File: config.mk
export PLATFORM = sky130hd
export DESIGN_NAME = pc_unit
export DESIGN_NICKNAME = d
export VERILOG_FILES = /design/src/rtl/pc_unit.sv
export SDC_FILE = /design/constraint.sdc
export NUM_CORES = 1
export LEC_CHECK = 0
export BUFFER_PORTS_ARGS = -buffer_cell sky130_fd_sc_hd__buf_2
export CAP_MARGIN = 0
export CORE_UTILIZATION = 35
export DETAILED_ROUTE_END_ITERATION = 12
export MAX_ROUTING_LAYER = met4
export SLEW_MARGIN = 25
export SYNTH_ARGS = -nofsm -noshare
export SYNTH_HDL_FRONTEND = slang
export SYNTH_SLANG_ARGS = --single-unit
File: constraint.sdc
create_clock -name clk -period 1.63 [get_ports clk]
set_input_delay 0.0815 -clock clk [delete_from_list [all_inputs] [get_ports clk]]
set_output_delay 0.0815 -clock clk [all_outputs]
set_load 0.02 [all_outputs]
File: src/rtl/pc_unit.sv
// Program counter stage: 16-bit PC, operand high-byte latch and HALT state.
// Optional return-address stack enabled by defining PC_CALL_STACK_EN.
module pc_unit #(
  parameter int STACK_DEPTH = 4
) (
  input  logic        clk,
  input  logic        rst,
  input  logic        inc,
  input  logic        pcoe,
  input  logic [15:0] pcout,
  input  logic        hi_we,
  input  logic [7:0]  databus,
  input  logic        halt,
  input  logic        call,
  input  logic        ret,
  output logic [15:0] pc,
  output logic [7:0]  hibyte,
  output logic        halted,
  output logic        stk_ovf,
  output logic        stk_unf
);

  typedef enum logic [1:0] {
    S_RUN  = 2'd0,
    S_HI   = 2'd1,
    S_HALT = 2'd2
  } state_e;

  state_e      state_q, state_d;
  logic [15:0] pc_q, pc_d;
  logic [7:0]  hib_q, hib_d;
  logic        ret_act;
  logic [15:0] pop_val;
  logic        act;

  assign act = inc | pcoe | ret_act;

`ifdef PC_CALL_STACK_EN
  localparam int PW = $clog2(STACK_DEPTH);
  localparam logic [PW:0] CNT_FULL = (PW+1)'(STACK_DEPTH);

  logic [15:0]   stk_q [STACK_DEPTH];
  logic [PW-1:0] sp_q;
  logic [PW:0]   cnt_q;
  logic          ovf_q, unf_q;
  logic          live, push_en, pop_en, pop_empty;

  assign live      = (state_q != S_HALT) && !halt;
  assign ret_act   = ret;
  assign pop_en    = live && ret;
  assign push_en   = live && pcoe && call && !ret;
  assign pop_empty = (cnt_q == '0);
  assign pop_val   = pop_empty ? 16'h0000 : stk_q[sp_q - PW'(1)];

  // sp_q always points at the next free slot; when full it wraps onto the oldest entry
  always_ff @(posedge clk or negedge rst) begin
    if (!rst) begin
      sp_q  <= '0;
      cnt_q <= '0;
      ovf_q <= 1'b0;
      unf_q <= 1'b0;
      for (int i = 0; i < STACK_DEPTH; i++) stk_q[i] <= 16'h0000;
    end else if (pop_en) begin
      if (pop_empty) begin
        unf_q <= 1'b1;
      end else begin
        sp_q  <= sp_q - PW'(1);
        cnt_q <= cnt_q - (PW+1)'(1);
      end
    end else if (push_en) begin
      stk_q[sp_q] <= pc_q + 16'd1;
      sp_q        <= sp_q + PW'(1);
      if (cnt_q == CNT_FULL) ovf_q <= 1'b1;
      else                   cnt_q <= cnt_q + (PW+1)'(1);
    end
  end

  assign stk_ovf = ovf_q;
  assign stk_unf = unf_q;
`else
  logic unused_stack_ins;

  assign unused_stack_ins = call ^ ret ^ (STACK_DEPTH > 16);
  assign ret_act          = 1'b0;
  assign pop_val          = 16'h0000;
  assign stk_ovf          = 1'b0;
  assign stk_unf          = 1'b0;
`endif

  always_ff @(posedge clk or negedge rst) begin
    if (!rst) begin
      state_q <= S_RUN;
      pc_q    <= 16'h0000;
      hib_q   <= 8'h00;
    end else begin
      state_q <= state_d;
      pc_q    <= pc_d;
      hib_q   <= hib_d;
    end
  end

  always_comb begin
    state_d = state_q;
    case (state_q)
      S_RUN, S_HI: begin
        if (halt)       state_d = S_HALT;
        else if (hi_we) state_d = S_HI;
        else if (act)   state_d = S_RUN;
      end
      S_HALT:  state_d = S_HALT;
      default: state_d = S_RUN;
    endcase
  end

  // HALT wins over everything; otherwise ret > pcoe > inc for the PC
  always_comb begin
    pc_d  = pc_q;
    hib_d = hib_q;
    if (state_q == S_HALT) begin
      hib_d = 8'h00;
    end else if (halt) begin
      hib_d = 8'h00;
    end else begin
      if (ret_act)   pc_d = pop_val;
      else if (pcoe) pc_d = pcout;
      else if (inc)  pc_d = pc_q + 16'd1;
      if (hi_we)     hib_d = databus;
      else if (act)  hib_d = 8'h00;
    end
  end

  always_comb begin
    pc     = pc_q;
    hibyte = hib_q;
    halted = (state_q == S_HALT);
  end

endmodule

==> results.md, run 1 <==
* Number of failing setup endpoints in the final timing report at 0
* Height of the die at 66.8 um
* Routed len/inst at 13.6 um
* Largest net degree at the start of global routing at 27
* Destination of the worst register-to-register timing path: pc[15]$_DFFE_PN0P_
* Number of max-slew violations in the final report at 0
* Via density per instance at 5.38
* Highest-count cells in the layout ignoring fill and taps: buf_2 (54), dfrtp_1 (26), buf_4 (19)
* Max rail drop VDD at 0.000441 V
* Leakage power summed over all cells at 0.923 nW
* Worst-case reg-to-reg path depth at 4
* Antenna violations before repair at 0
* Top-area cell type share of the netlist area at 44.3%
* Number of setup buffers added after CTS at 0
* Gate power share at 32.7%
* Synth async-reset ratio at 100%
* Category of the critical setup timing path: reg -> reg
* Largest fanout on the critical path at 4
* Hold/Removal Path Class: in -> reg
* Switching share of power at 33.5%
* Number of design-rule violations left by the first detailed-router iteration at 91
* Fillcell total at 404
* Remaining number of nets flagged by the antenna check after routing at 0
* Worst clock skew at 0.00389 ns
* Worst-skew pair later-pin latency at 0.27 ns
* Maximum root-to-sink buffer count at 2
* YS warnings at 0
* FF-to-FF setup slack at 0.12 ns
* Final worst-path cycle share at 92.6%
* Outcome: finished, final reports clean
* Aggregate global routing overflow at 0
* Leading cell type in the layout, fill and taps excluded: buf_2
* NetSw at 0.000673 W
* Data arrival time of the worst path at 1.65 ns
* Launch point of the critical path: pc[1]$_DFFE_PN0P_
* Die ar. at 4460 um^2
* Share of post-route cells with drive strength above 1 at 36.0%
* Post-placement worst setup slack at 0.134 ns
* Max H-tree Level at 1
* Final Critical Period at 1.51 ns
* Category of the worst setup path capture point: register
* Half-perimeter wire length of the detailed placement result at 2660 um
* Port Buffer Count at 54
* CTS Sinks at 26
* Count of nets after finishing at 259
* EDFF count, synth at 0
* Number of unique standard cell types used by synthesis at 40
* Number of instances in the synthesized netlist at 158
* Required time worst endpoint at 1.77 ns
* Max-slew headroom at 60.5%
* Design internal power at 0.00134 W
* Fraction of the yosys area taken by sequential cells at 44.3%
* Max frequency at 0.663 GHz
* Clock transition at path regs at 0.10 ns
* Cell accounting for the most synthesized area: dfrtp_1
* Number of CTS-inserted buffers at 3
* Max-cap violation count at 0
* Final setup TNS at 0 ns
* Worst Max-Slew Pin Slew at 0.592 ns
* WL final at 3740 um
* Number of global-route vias before repair at 1297
* Setup repair after global routing missed its margin: false
* Remaining routing DRC violations at 0
* Clock tree from TritonCTS: built
* Area of the multi-input gates at 731 um^2
* Kind of launch point of the worst setup path: register
* Syn Std Cell Area at 1470 um^2
* Root Buffer Master: clkbuf_8
* Starting utilization of the core area at 36.5%
* Share of total power in the clock network at 27.2%
* Die Width at 66.8 um
* Number of antenna cells inserted at 0
* Reg power frac at 40.1%
* Number of placement rows at 23
* Area grow syn2layout at 34.0%
* Prevailing post-synth register cell: dfrtp_1
* Boundary pin count at 59
* Syn_area_per_cell at 9.30 um^2
* Final Hold Vio Count at 0
* Storage cell area at 651 um^2
* 1st-pass router iterations at 4
* Ratio of total power to cell area at 1020 nW/um^2
* Via count of the routed design at 1480
* Final estimated routing congestion in global placement at 0.801
* GRT Resource Usage Total at 18.1%
* Core box area at 4030 um^2
* Leading post-synthesis cells by cell area: dfrtp_1 (44%), a22o_1 (6.0%), a21oi_1 (5.1%)
* Worst reg2reg startpoint: pc[1]$_DFFE_PN0P_
* First-pass GRT wire length at 5910 um
* Worst setup slack after layout at 0.121 ns
* Flip-flop and latch count after synthesis at 26
* Capture point of the worst path: pc[15]$_DFFE_PN0P_
## power by group through the flow
stage	registers (W)	logic (W)	clock network [W]
after floorplan	0.000965	0.000205	0
after global placement	0.000817	0.000648	0
after detailed placement	0.000820	0.000651	0
after CTS	0.000806	0.000657	0.000565
after global routing	0.000821	0.000721	0.000595
final	0.000805	0.000658	0.000547
## Yosys cell counts, types with 3 or more instances
master and instances:
nor3_1 4, clkbuf_1 4, buf_2 5, nand2_1 12, nor2_1 8, a2bb2oi_1 4, nor4_1 5, dfrtp_1 26
inv_1 3, o21ai_0 12, a22o_1 10, o21ai_1 4, nand3_1 6, nand4_1 6, a21oi_1 15
## state kept, by name (all words and copies together) (netlist names)
signal and flops:
hibyte 8, state_q 2, pc 16
## how the worst min path moves through the flow
| stage | from | endpoint | slack, ns | cells after the start |
|---|---|---|---|---|
| after detailed placement | rst | pc[3]$_DFFE_PN0P_ | 0.13 | 1 |
| after global placement | rst | pc[2]$_DFFE_PN0P_ | 0.11 | 1 |
| after global routing | databus[7] | hibyte[7]$_DFFE_PN0P_ | 0.01 | 2 |
| final | databus[3] | hibyte[3]$_DFFE_PN0P_ | 0.02 | 2 |
| after floorplan | rst | hibyte[0]$_DFFE_PN0P_ | -0.21 | 0 |
| after CTS | databus[3] | hibyte[3]$_DFFE_PN0P_ | 0.004 | 2 |
## layer usage
metal	part of all wire [%]	GRT usage (%)
met1	46	23.0
met2	46	27.9
met3	7.3	5.31
met4	0.51	4.79
met5	0	-
## stage by stage
step	util (%)	hold slack (ns)	cell area, um^2	total power [W]	std cells
after floorplan	-	-0.214	1470	0.00117	159
after global placement	46.4	0.115	1870	0.00146	268
after detailed placement	46.4	0.125	1870	0.00147	268
after CTS	48.4	0.00441	1950	0.00203	273
after global routing	48.9	0.0101	1970	0.00214	275
final	48.9	0.0156	1970	0.00201	275
## kinds of logic after synthesis
| group | count (synthesis) | synth area share (%) |
|---|---|---|
| mux | 2 | 1.36 |
| compound gates | 58 | 26.3 |
| flops | 26 | 44.3 |
| buf+inv | 17 | 6.30 |
| fa+ha+maj | 1 | 0.851 |
| simple gates | 53 | 20.7 |
| other cells | 1 | 0.255 |
## critical path, stage by stage, from the launching register on
cell	delay [ns]
dfrtp_1	0.38
nand4_1	0.21
nor4_1	0.44
mux2i_1	0.22
o311ai_0	0.12
## timing repair
item	in CTS	in global routing
gates resized for setup	0	1
setup endpoints to repair	0	1
hold buffers	1	2
endpoints found under the hold margin	26	2
## layout make-up
type	count	area share, %
multi-input cells	116	37.1
flip-flops and latches	26	33.0
repair buffers	76	22.5
well taps	50	3.18
clock buffers	3	2.10
clock inverters	1	1.52
inverters	3	0.572
Note: power is estimated with default switching activity, not from simulation.
==> inputs of run 2 (changes only) <==
Clock period 1.63 ns to 1.79 ns, I/O delays scaled along.
==> results.md, run 2 (same netlist as run 1, synthesis figures left out) <==
* Met3 layer usage reported by global route at 2.05% (-3.3 points)
* Via count of the routed design at 1450 (-2.0%)
* Number of CTS-inserted buffers at 3 (unchanged)
* Worst-skew pair later-pin latency at 0.28 ns (about the same)
* Aggregate global routing overflow at 0 (unchanged)
* Peak-usage layer in the global routing report: met2
* Max frequency at 0.613 GHz (-7.5%)
* Area grow syn2layout at 29.6%
* Remaining routing DRC violations at 0 (unchanged)
* Final worst-path cycle share at 91.1% (-1.5 points)
* 1st-pass router iterations at 4 (unchanged)
* Die ar. at 4460 um^2 (unchanged)
* Core box area at 4030 um^2 (unchanged)
* Leading cell type in the layout, fill and taps excluded: buf_2
* Half-perimeter wire length of the detailed placement result at 2760 um (+3.6%)
* Final Critical Period at 1.63 ns (+0.122 ns)
* Hold/Removal Path Class: in -> reg
* Max-cap violation count at 0 (unchanged)
* Worst Max-Slew Pin Slew at 0.658 ns (+0.0662 ns)
* Port Buffer Count at 54 (unchanged)
* Count of nets after finishing at 251 (-3.1%)
* Maximum root-to-sink buffer count at 2 (unchanged)
* Kind of launch point of the worst setup path: register
* Number of max-slew violations in the final report at 0 (unchanged)
* First-pass GRT wire length at 5760 um (-2.6%)
* Routed len/inst at 13.7 um (+0.71%)
* Starting utilization of the core area at 36.5% (unchanged)
* Number of placement rows at 23 (unchanged)
* Largest net degree at the start of global routing at 27 (unchanged)
* Boundary pin count at 59 (unchanged)
* Category of the worst setup path capture point: register
* Clock transition at path regs at 0.10 ns (about the same)
* Die Width at 66.8 um (unchanged)
* Final setup TNS at 0 ns (unchanged)
* Via density per instance at 5.43 (+0.91%)
* Number of design-rule violations left by the first detailed-router iteration at 97 (+6.6%)
* GRT Resource Usage Total at 17.6% (-0.42 points)
* Clock tree from TritonCTS: built
* Category of the critical setup timing path: reg -> reg
* Number of antenna cells inserted at 0 (unchanged)
* Setup repair after global routing missed its margin: false
* Final Hold Vio Count at 0 (unchanged)
* Antenna violations before repair at 0 (unchanged)
* Outcome: finished, final reports clean
* Ratio of total power to cell area at 942 nW/um^2 (-7.7%)
* CTS Sinks at 26 (unchanged)
* Number of global-route vias before repair at 1237 (-4.6%)
* Root Buffer Master: clkbuf_8
* Height of the die at 66.8 um (unchanged)
* Max H-tree Level at 1 (unchanged)
* Leakage power summed over all cells at 0.884 nW (-4.2%)
* Required time worst endpoint at 1.99 ns (+0.22 ns)
* Fillcell total at 426 (+5.4%)
* Largest fanout on the critical path at 15 (+11)
* Number of failing setup endpoints in the final timing report at 0 (unchanged)
* Final estimated routing congestion in global placement at 0.764 (-4.6%)
* WL final at 3650 um (-2.2%)
* Highest-count cells in the layout ignoring fill and taps: buf_2 (54), dfrtp_1 (25), a21oi_1 (15)
* Share of post-route cells with drive strength above 1 at 35.0% (-0.98 points)
* GR Util met1 at 24.3% (+1.3 points)
* Data arrival time of the worst path at 1.83 ns (+0.18 ns)
* Worst clock skew at 0.00171 ns (-0.00218 ns)
* Final cell utilization of the core at 47.3% (-1.6 points)
* Remaining number of nets flagged by the antenna check after routing at 0 (unchanged)
* Max rail drop VDD at 0.000349 V (-21%)
* Met2 track demand over resource in global routing at 26.5% (-1.4 points)
* Flip-flop count of the largest register, all copies and words added at 16 (unchanged)
* Max-slew headroom at 56.0% (-4.5 points)
## run 2: cell count changes in the layout (fill, tap and decap cells not counted)
cell / delta
buf_4: -6
dlygate4sd3_1: -2
dfrtp_1: -1
dfrtp_2: +1
o21ai_0: +1
o21ai_1: -1
## run 2: routing by layer
layer / share of wire [%] / vias to the layer above / routed length (um)
met1: 49 / 672 / 1780
met3: 5.7 / 5 / 208
li1: - / 721 / -
met2: 44 / 52 / 1620
met4: 1.3 / 0 / 49
met5: 0 / - / 0
## run 2: area by class of cell
class | count | area, um^2 | area share, %
Inverter | 3 | 11.3 | 0.591
Sequential cell | 26 | 652 | 34.2
Clock inverter | 1 | 30.0 | 1.58
Timing Repair Buffer | 68 | 378 | 19.8
Multi-Input combinational cell | 116 | 731 | 38.3
Tap cell | 50 | 62.6 | 3.28
Clock buffer | 3 | 41.3 | 2.17
## run 2: what timing repair did
item | in CTS | in global routing
hold buffers | 1 | 0
hold endpoints to repair | 26 | 0
gates resized for setup | 0 | 1
setup buffers | 0 | 0
setup endpoints to repair | 0 | 2
## run 2: critical path, cell delays in order (launching register included)
cell and delay, ns:
dfrtp_1 0.42, nor2b_4 0.17, or3_1 0.58, a21oi_1 0.21, a2bb2oi_1 0.18
## run 2: path summary, 6_finish.rpt
kind                                        start                     end  slack, ns  cells after the start
setup / recovery           state_q[1]$_DFFE_PN0P_      pc[11]$_DFFE_PN0P_       0.16                      4
hold / removal                         databus[1]   hibyte[1]$_DFFE_PN0P_       0.02                      2
setup reg to reg           state_q[1]$_DFFE_PN0P_      pc[11]$_DFFE_PN0P_       0.16                      4
hold reg to reg            state_q[1]$_DFFE_PN0P_  state_q[0]$_DFFE_PN0P_       0.50                      1
max in group asynchronous                     rst       pc[0]$_DFFE_PN0P_       1.05                      2
min in group asynchronous                     rst       pc[3]$_DFFE_PN0P_       0.33                      2
## run 2: stage by stage
step	area, um^2	hold WS [ns]	power (W)	setup slack, ns	cells
after floorplan	1470	-0.206	0.00107	0.167	159
after global placement	1820	0.128	0.00130	0.180	262
after detailed placement	1820	0.129	0.00130	0.154	262
after CTS	1900	0.0159	0.00180	0.136	267
after global routing	1910	0.0104	0.00191	0.0186	267
final	1910	0.0201	0.00180	0.160	267
## run 2: power breakdown
group / switching [W] / leakage, nW / internal [W]
clock: 0.000202 / 0.0357 / 0.000300
sequential: 0.0000860 / 0.327 / 0.000669
combinational: 0.000321 / 0.522 / 0.000218
total: 0.000608 / 0.884 / 0.00119
